--- src/rtl/conv_scan_ctrl.sv ---
// Raster-scan sequencer: pops one frame of features from a FWFT buffer and
// presents them through a registered valid/ready stage tagged with position info.
module conv_scan_ctrl #(
   parameter int IMG_W  = 27,
   parameter int IMG_H  = 27,
   parameter int K      = 3,
   parameter int DATA_W = 8
) (
   input  logic                                               clk,
   input  logic                                               rst,
   input  logic                                               start,
   output logic                                               busy,
   output logic                                               done,
   input  logic                                               feat_valid,
   input  logic [DATA_W-1:0]                                  feat_data,
   output logic                                               feat_rd_en,
   output logic                                               pix_valid,
   input  logic                                               pix_ready,
   output logic [DATA_W-1:0]                                  pix_data,
   output logic [$clog2(IMG_H)-1:0]                           pix_row,
   output logic [$clog2(IMG_W)-1:0]                           pix_col,
   output logic                                               win_valid,
   output logic                                               pix_last,
   output logic [$clog2((IMG_W-K+1)*(IMG_H-K+1)+1)-1:0]       win_count
);
   localparam int ROW_W = $clog2(IMG_H);
   localparam int COL_W = $clog2(IMG_W);
   localparam int CNT_W = $clog2((IMG_W-K+1)*(IMG_H-K+1)+1);

   localparam logic [ROW_W-1:0] LAST_ROW = ROW_W'(IMG_H-1);
   localparam logic [COL_W-1:0] LAST_COL = COL_W'(IMG_W-1);
   localparam logic [ROW_W-1:0] WIN_ROW  = ROW_W'(K-1);
   localparam logic [COL_W-1:0] WIN_COL  = COL_W'(K-1);

   typedef enum logic [1:0] {
      S_IDLE,
      S_STREAM,
      S_DONE
   } state_t;

   state_t            state_reg;
   logic [ROW_W-1:0]  rd_row_reg;
   logic [COL_W-1:0]  rd_col_reg;
   logic              issued_all_reg;
   logic              pop;
   logic              handshake;
   logic              rd_last;

   assign handshake = pix_valid & pix_ready;
   assign rd_last   = (rd_row_reg == LAST_ROW) && (rd_col_reg == LAST_COL);

   // A pop refills the output register, so it is allowed whenever that
   // register is empty or is being drained in the same cycle.
   assign pop        = (state_reg == S_STREAM) & feat_valid & (~pix_valid | pix_ready) & ~issued_all_reg;
   assign feat_rd_en = pop;

   always_ff @(posedge clk) begin
      if (rst) begin
         state_reg      <= S_IDLE;
         rd_row_reg     <= '0;
         rd_col_reg     <= '0;
         issued_all_reg <= 1'b0;
         busy           <= 1'b0;
         done           <= 1'b0;
         pix_valid      <= 1'b0;
         pix_data       <= '0;
         pix_row        <= '0;
         pix_col        <= '0;
         win_valid      <= 1'b0;
         pix_last       <= 1'b0;
         win_count      <= '0;
      end else begin
         done <= 1'b0;
         case (state_reg)
            S_IDLE: begin
               if (start) begin
                  state_reg      <= S_STREAM;
                  busy           <= 1'b1;
                  rd_row_reg     <= '0;
                  rd_col_reg     <= '0;
                  issued_all_reg <= 1'b0;
                  win_count      <= '0;
               end
            end
            S_STREAM: begin
               if (pop) begin
                  pix_valid <= 1'b1;
                  pix_data  <= feat_data;
                  pix_row   <= rd_row_reg;
                  pix_col   <= rd_col_reg;
                  win_valid <= (rd_row_reg >= WIN_ROW) && (rd_col_reg >= WIN_COL);
                  pix_last  <= rd_last;
                  if (rd_last) begin
                     issued_all_reg <= 1'b1;
                  end
                  if (rd_col_reg == LAST_COL) begin
                     rd_col_reg <= '0;
                     rd_row_reg <= rd_row_reg + ROW_W'(1);
                  end else begin
                     rd_col_reg <= rd_col_reg + COL_W'(1);
                  end
               end else if (pix_ready) begin
                  pix_valid <= 1'b0;
               end
               if (handshake && win_valid) begin
                  win_count <= win_count + CNT_W'(1);
               end
               if (handshake && pix_last) begin
                  state_reg <= S_DONE;
                  done      <= 1'b1;
               end
            end
            S_DONE: begin
               state_reg <= S_IDLE;
               busy      <= 1'b0;
            end
            default: begin
               state_reg <= S_IDLE;
               busy      <= 1'b0;
            end
         endcase
      end
   end

endmodule

--- config.mk ---
export PLATFORM = sky130hd
export DESIGN_NAME = conv_scan_ctrl
export DESIGN_NICKNAME = d
export VERILOG_FILES = /design/src/rtl/conv_scan_ctrl.sv
export SDC_FILE = /design/constraint.sdc
export NUM_CORES = 1
export LEC_CHECK = 0
export BUFFER_PORTS_ARGS = -buffer_cell sky130_fd_sc_hd__buf_2
export CORE_MARGIN = 2
export CORE_UTILIZATION = 38
export CTS_CLUSTER_SIZE = 20
export DETAILED_ROUTE_END_ITERATION = 8
export HOLD_SLACK_MARGIN = 0.05
export SYNTH_ARGS = -nofsm -noshare
export SYNTH_HDL_FRONTEND = slang
export SYNTH_SLANG_ARGS = --single-unit
--- constraint.sdc ---
create_clock -name clk -period 1.87 [get_ports clk]
set_input_delay 0.2805 -clock clk [delete_from_list [all_inputs] [get_ports clk]]
set_output_delay 0.2805 -clock clk [all_outputs]
set_load 0.03 [all_outputs]
==> metrics.yaml <==
timing:
  finalSetupViolCount: 0
  max_freq_mhz: 561
  setup_ws_ns: 0.0871
  drv_slew: 0
  hold_violations: 0
  finalClockSkew_ns: 0.00506
  period_share_pct: 95.3
  rsz0062_at_grt: "yes"
  finalCriticalPeriod_ns: 1.78
  hold_slack_ns: 0.214
  relSlewSlack_pct: 71.6
  tightest_slew_ns: 0.415
layout:
  reg_top3: "win_count: 10 flops, pix_data: 8 flops"
  multi_input_area_um2: 1010
  diodes: 0
  drive_gt1_share_pct: 29.0
  fin_nets: 314
  area_growth_pct: 25.5
  largest_reg_flops: 10
  regArea_um2: 922
  final_cell_mix: "nand2_1, dfxtp_1, buf_2"
  nFillCells: 523
  largest_register: "win_count"
route:
  wl_met1_um: 2250
  vias: 1846
  firstDrtPassIters: 4
  route.detailed.drc: 0
  met2WireLength_um: 2130
  drtAntennaViolNets: 0
  drt_wl_total_um: 4690
  top_layer_used: "met4"
  avgViaCountPerCell: 5.03
  wl_met3_um: 238
  drtIter0Drc: 96
  post_drt_wl_per_cell_um: 12.8
placement:
  gp_congestion: 0.728
  dp_hpwl_um: 3370
  pre_cts_ws_ns: 0.120
  io_buffers: 46
floorplan:
  die_h_um: 76.5
  die_x_um: 76.5
  die_area_um2: 5860
  start_util_pct: 39.1
  core_region_area_um2: 5110
  ios: 47
  core.rowCount: 26
clock_tree:
  post_cts_buffers: 0
  cts_num_sinks: 46
  cts_inserted_buffers: 5
  hold_buffers: 0
  cts_tree: "yes"
  cts-root-buf: "clkbuf_8"
  clk_latency_ns: 0.29
  ctsLongestPathBuffers: 2
  clk_pin_slew_worst_paths_ns: 0.08
  h-tree-depth: 2
pwr:
  p_comb_share_pct: 10.4
  p_switching_mw: 0.450
  p_seq_share_pct: 55.6
  peakVddDrop_v: 0.000319
  p_int_mw: 1.37
  powerDensity_nw_per_um2: 723
  pwr-share-clk_pct: 34.0
  p_total_mw: 1.81
  switching_share_pct: 24.8
  p_leak_nw: 1.01
critical_path:
  crit_type: "reg2out"
  crit_arrival_ns: 1.50
  end_kind: "primary output"
  cp_slowest_stage_delay_ns: 0.41
  r2r_setup_slack_ns: 0.16
  critPathBufInv: 2
  crit_fanout: 7
  crit_path_top_delay_cell: "or3_4"
  cp_top_family: "simple AND/OR/NAND/NOR gates"
  cp.required_ns: 1.59
  crit_chain: "nand2b_2, or3_4, clkinv_2, buf_4"
  worst_setup_path_start_kind: "flip-flop"
synth:
  synth_nets: 254
  netlist_area_um2: 2000
  ys_seq_area_share_pct: 46.1
  ys_types: 41
  yosys_register_bits: 46
  synth_area_per_cell_um2: 8.47
  synth_ff_type: "dfxtp_1"
  async_flop_share_pct: 0
  yosysWarnings: 0
  synthCells: 236
  synth-edff-count: 0
outcome:
  status: "complete, no violations"
worst_hold_path:
  hold_class: "in2reg"
global_routing:
  grt_pass1_wl_um: 7910
  grt_max_degree: 33
  track_usage_pct: 16.6
  grt_pass1_vias: 1674
  antenna_found_initial: 0
  grt_overflow: 0
job:
  drv_cap: 0
-- Yosys cell counts (3+ instances only) --
master	n	area, um^2
inv_1	8	30.0
nand2_1	45	169
a21oi_1	31	155
nor2_1	14	52.6
nand4b_1	3	26.3
nand4_1	3	18.8
xnor2_1	4	35.0
a31oi_1	3	18.8
or2_2	3	18.8
nor3_1	3	15.0
a211oi_1	5	37.5
dfxtp_1	46	921
o21ai_0	6	30.0
nand3_1	5	25.0
a31o_2	4	35.0
clkbuf_1	7	26.3
mux2i_1	3	30.0
ha_1	5	62.6
nand2b_1	3	18.8
or4_1	3	22.5
or3_1	5	31.3
buf_2	4	20.0
-- worst reg2reg max path, stage by stage, from the launching register on --
cell       delay, ns
dfxtp_1         0.31
inv_1           0.05
ha_1            0.16
nand4b_1        0.15
a2111oi_0       0.48
buf_4           0.19
or2_2           0.14
a31oi_1         0.09
-- path summary, 6_finish.rpt --
kind / endpoint / startpoint / cells past startpoint
max: feat_rd_en / issued_all_reg$_SDFFE_PP0P_ / 4
min reg2reg: pix_data[7]$_SDFFE_PP0P_ / pix_data[7]$_SDFFE_PP0P_ / 2
max reg2reg: rd_row_reg[2]$_SDFFE_PP0P_ / rd_col_reg[0]$_SDFFE_PP0P_ / 7
min: pix_data[5]$_SDFFE_PP0P_ / feat_data[5] / 3
-- final cells by class --
class	instances	area share, %
Sequential cell	46	36.7
Clock buffer	7	3.44
Multi-Input combinational cell	170	40.1
Timing Repair Buffer	64	14.7
Clock inverter	1	0.199
Tap cell	70	3.49
Inverter	9	1.40
-- power by group through the flow --
stage / registers (mW) / clock network [mW] / logic (mW)
after floorplan: 1.05 / 0 / 0.0971
after global routing: 1.01 / 0.681 / 0.209
after CTS: 1.01 / 0.641 / 0.190
after detailed placement: 1.03 / 0 / 0.188
after global placement: 1.03 / 0 / 0.188
final: 1.01 / 0.617 / 0.189
-- metal layers --
layer | global-route usage (%) | vias up
met3 | 4.62 | 7
li1 | - | 952
met1 | 21.5 | 840
met4 | 6.18 | 0
met5 | 0 | -
met2 | 26.4 | 47
-- metrics by stage --
stage	TNS, ns	utilization [%]	instances	instance area (um^2)
6_report	0	49.1	367	2510
5_1_grt	-0.0680	49.1	367	2510
4_1_cts	0	49.0	367	2500
3_5_place_dp	0	47.1	359	2410
3_3_place_gp	0	47.1	359	2410
2_1_floorplan	0	-	236	2000
-- cell families (layout without fill, tap and decap cells) --
kind of cell               after synthesis  count (layout)  share of synthesized area (%)
DFF                                     46              46                           46.1
xor gates and xnor gates                 4               4                           1.75
AOI/OAI and AO/OA                       60              60                           19.2
buffers and inverters                   20              81                           4.01
muxes                                    3               3                           1.50
and+or+nand+nor                         98              98                           24.3
adders and majority gates                5               5                           3.13
-- timing repair --
| action | in CTS | in global routing |
|---|---|---|
| endpoints found under the setup margin | 1 | 5 |
| pin swaps | 0 | 1 |
| gates cloned | 0 | 0 |
| gates resized for setup | 3 | 2 |
Power figures use the tool's default switching activity.
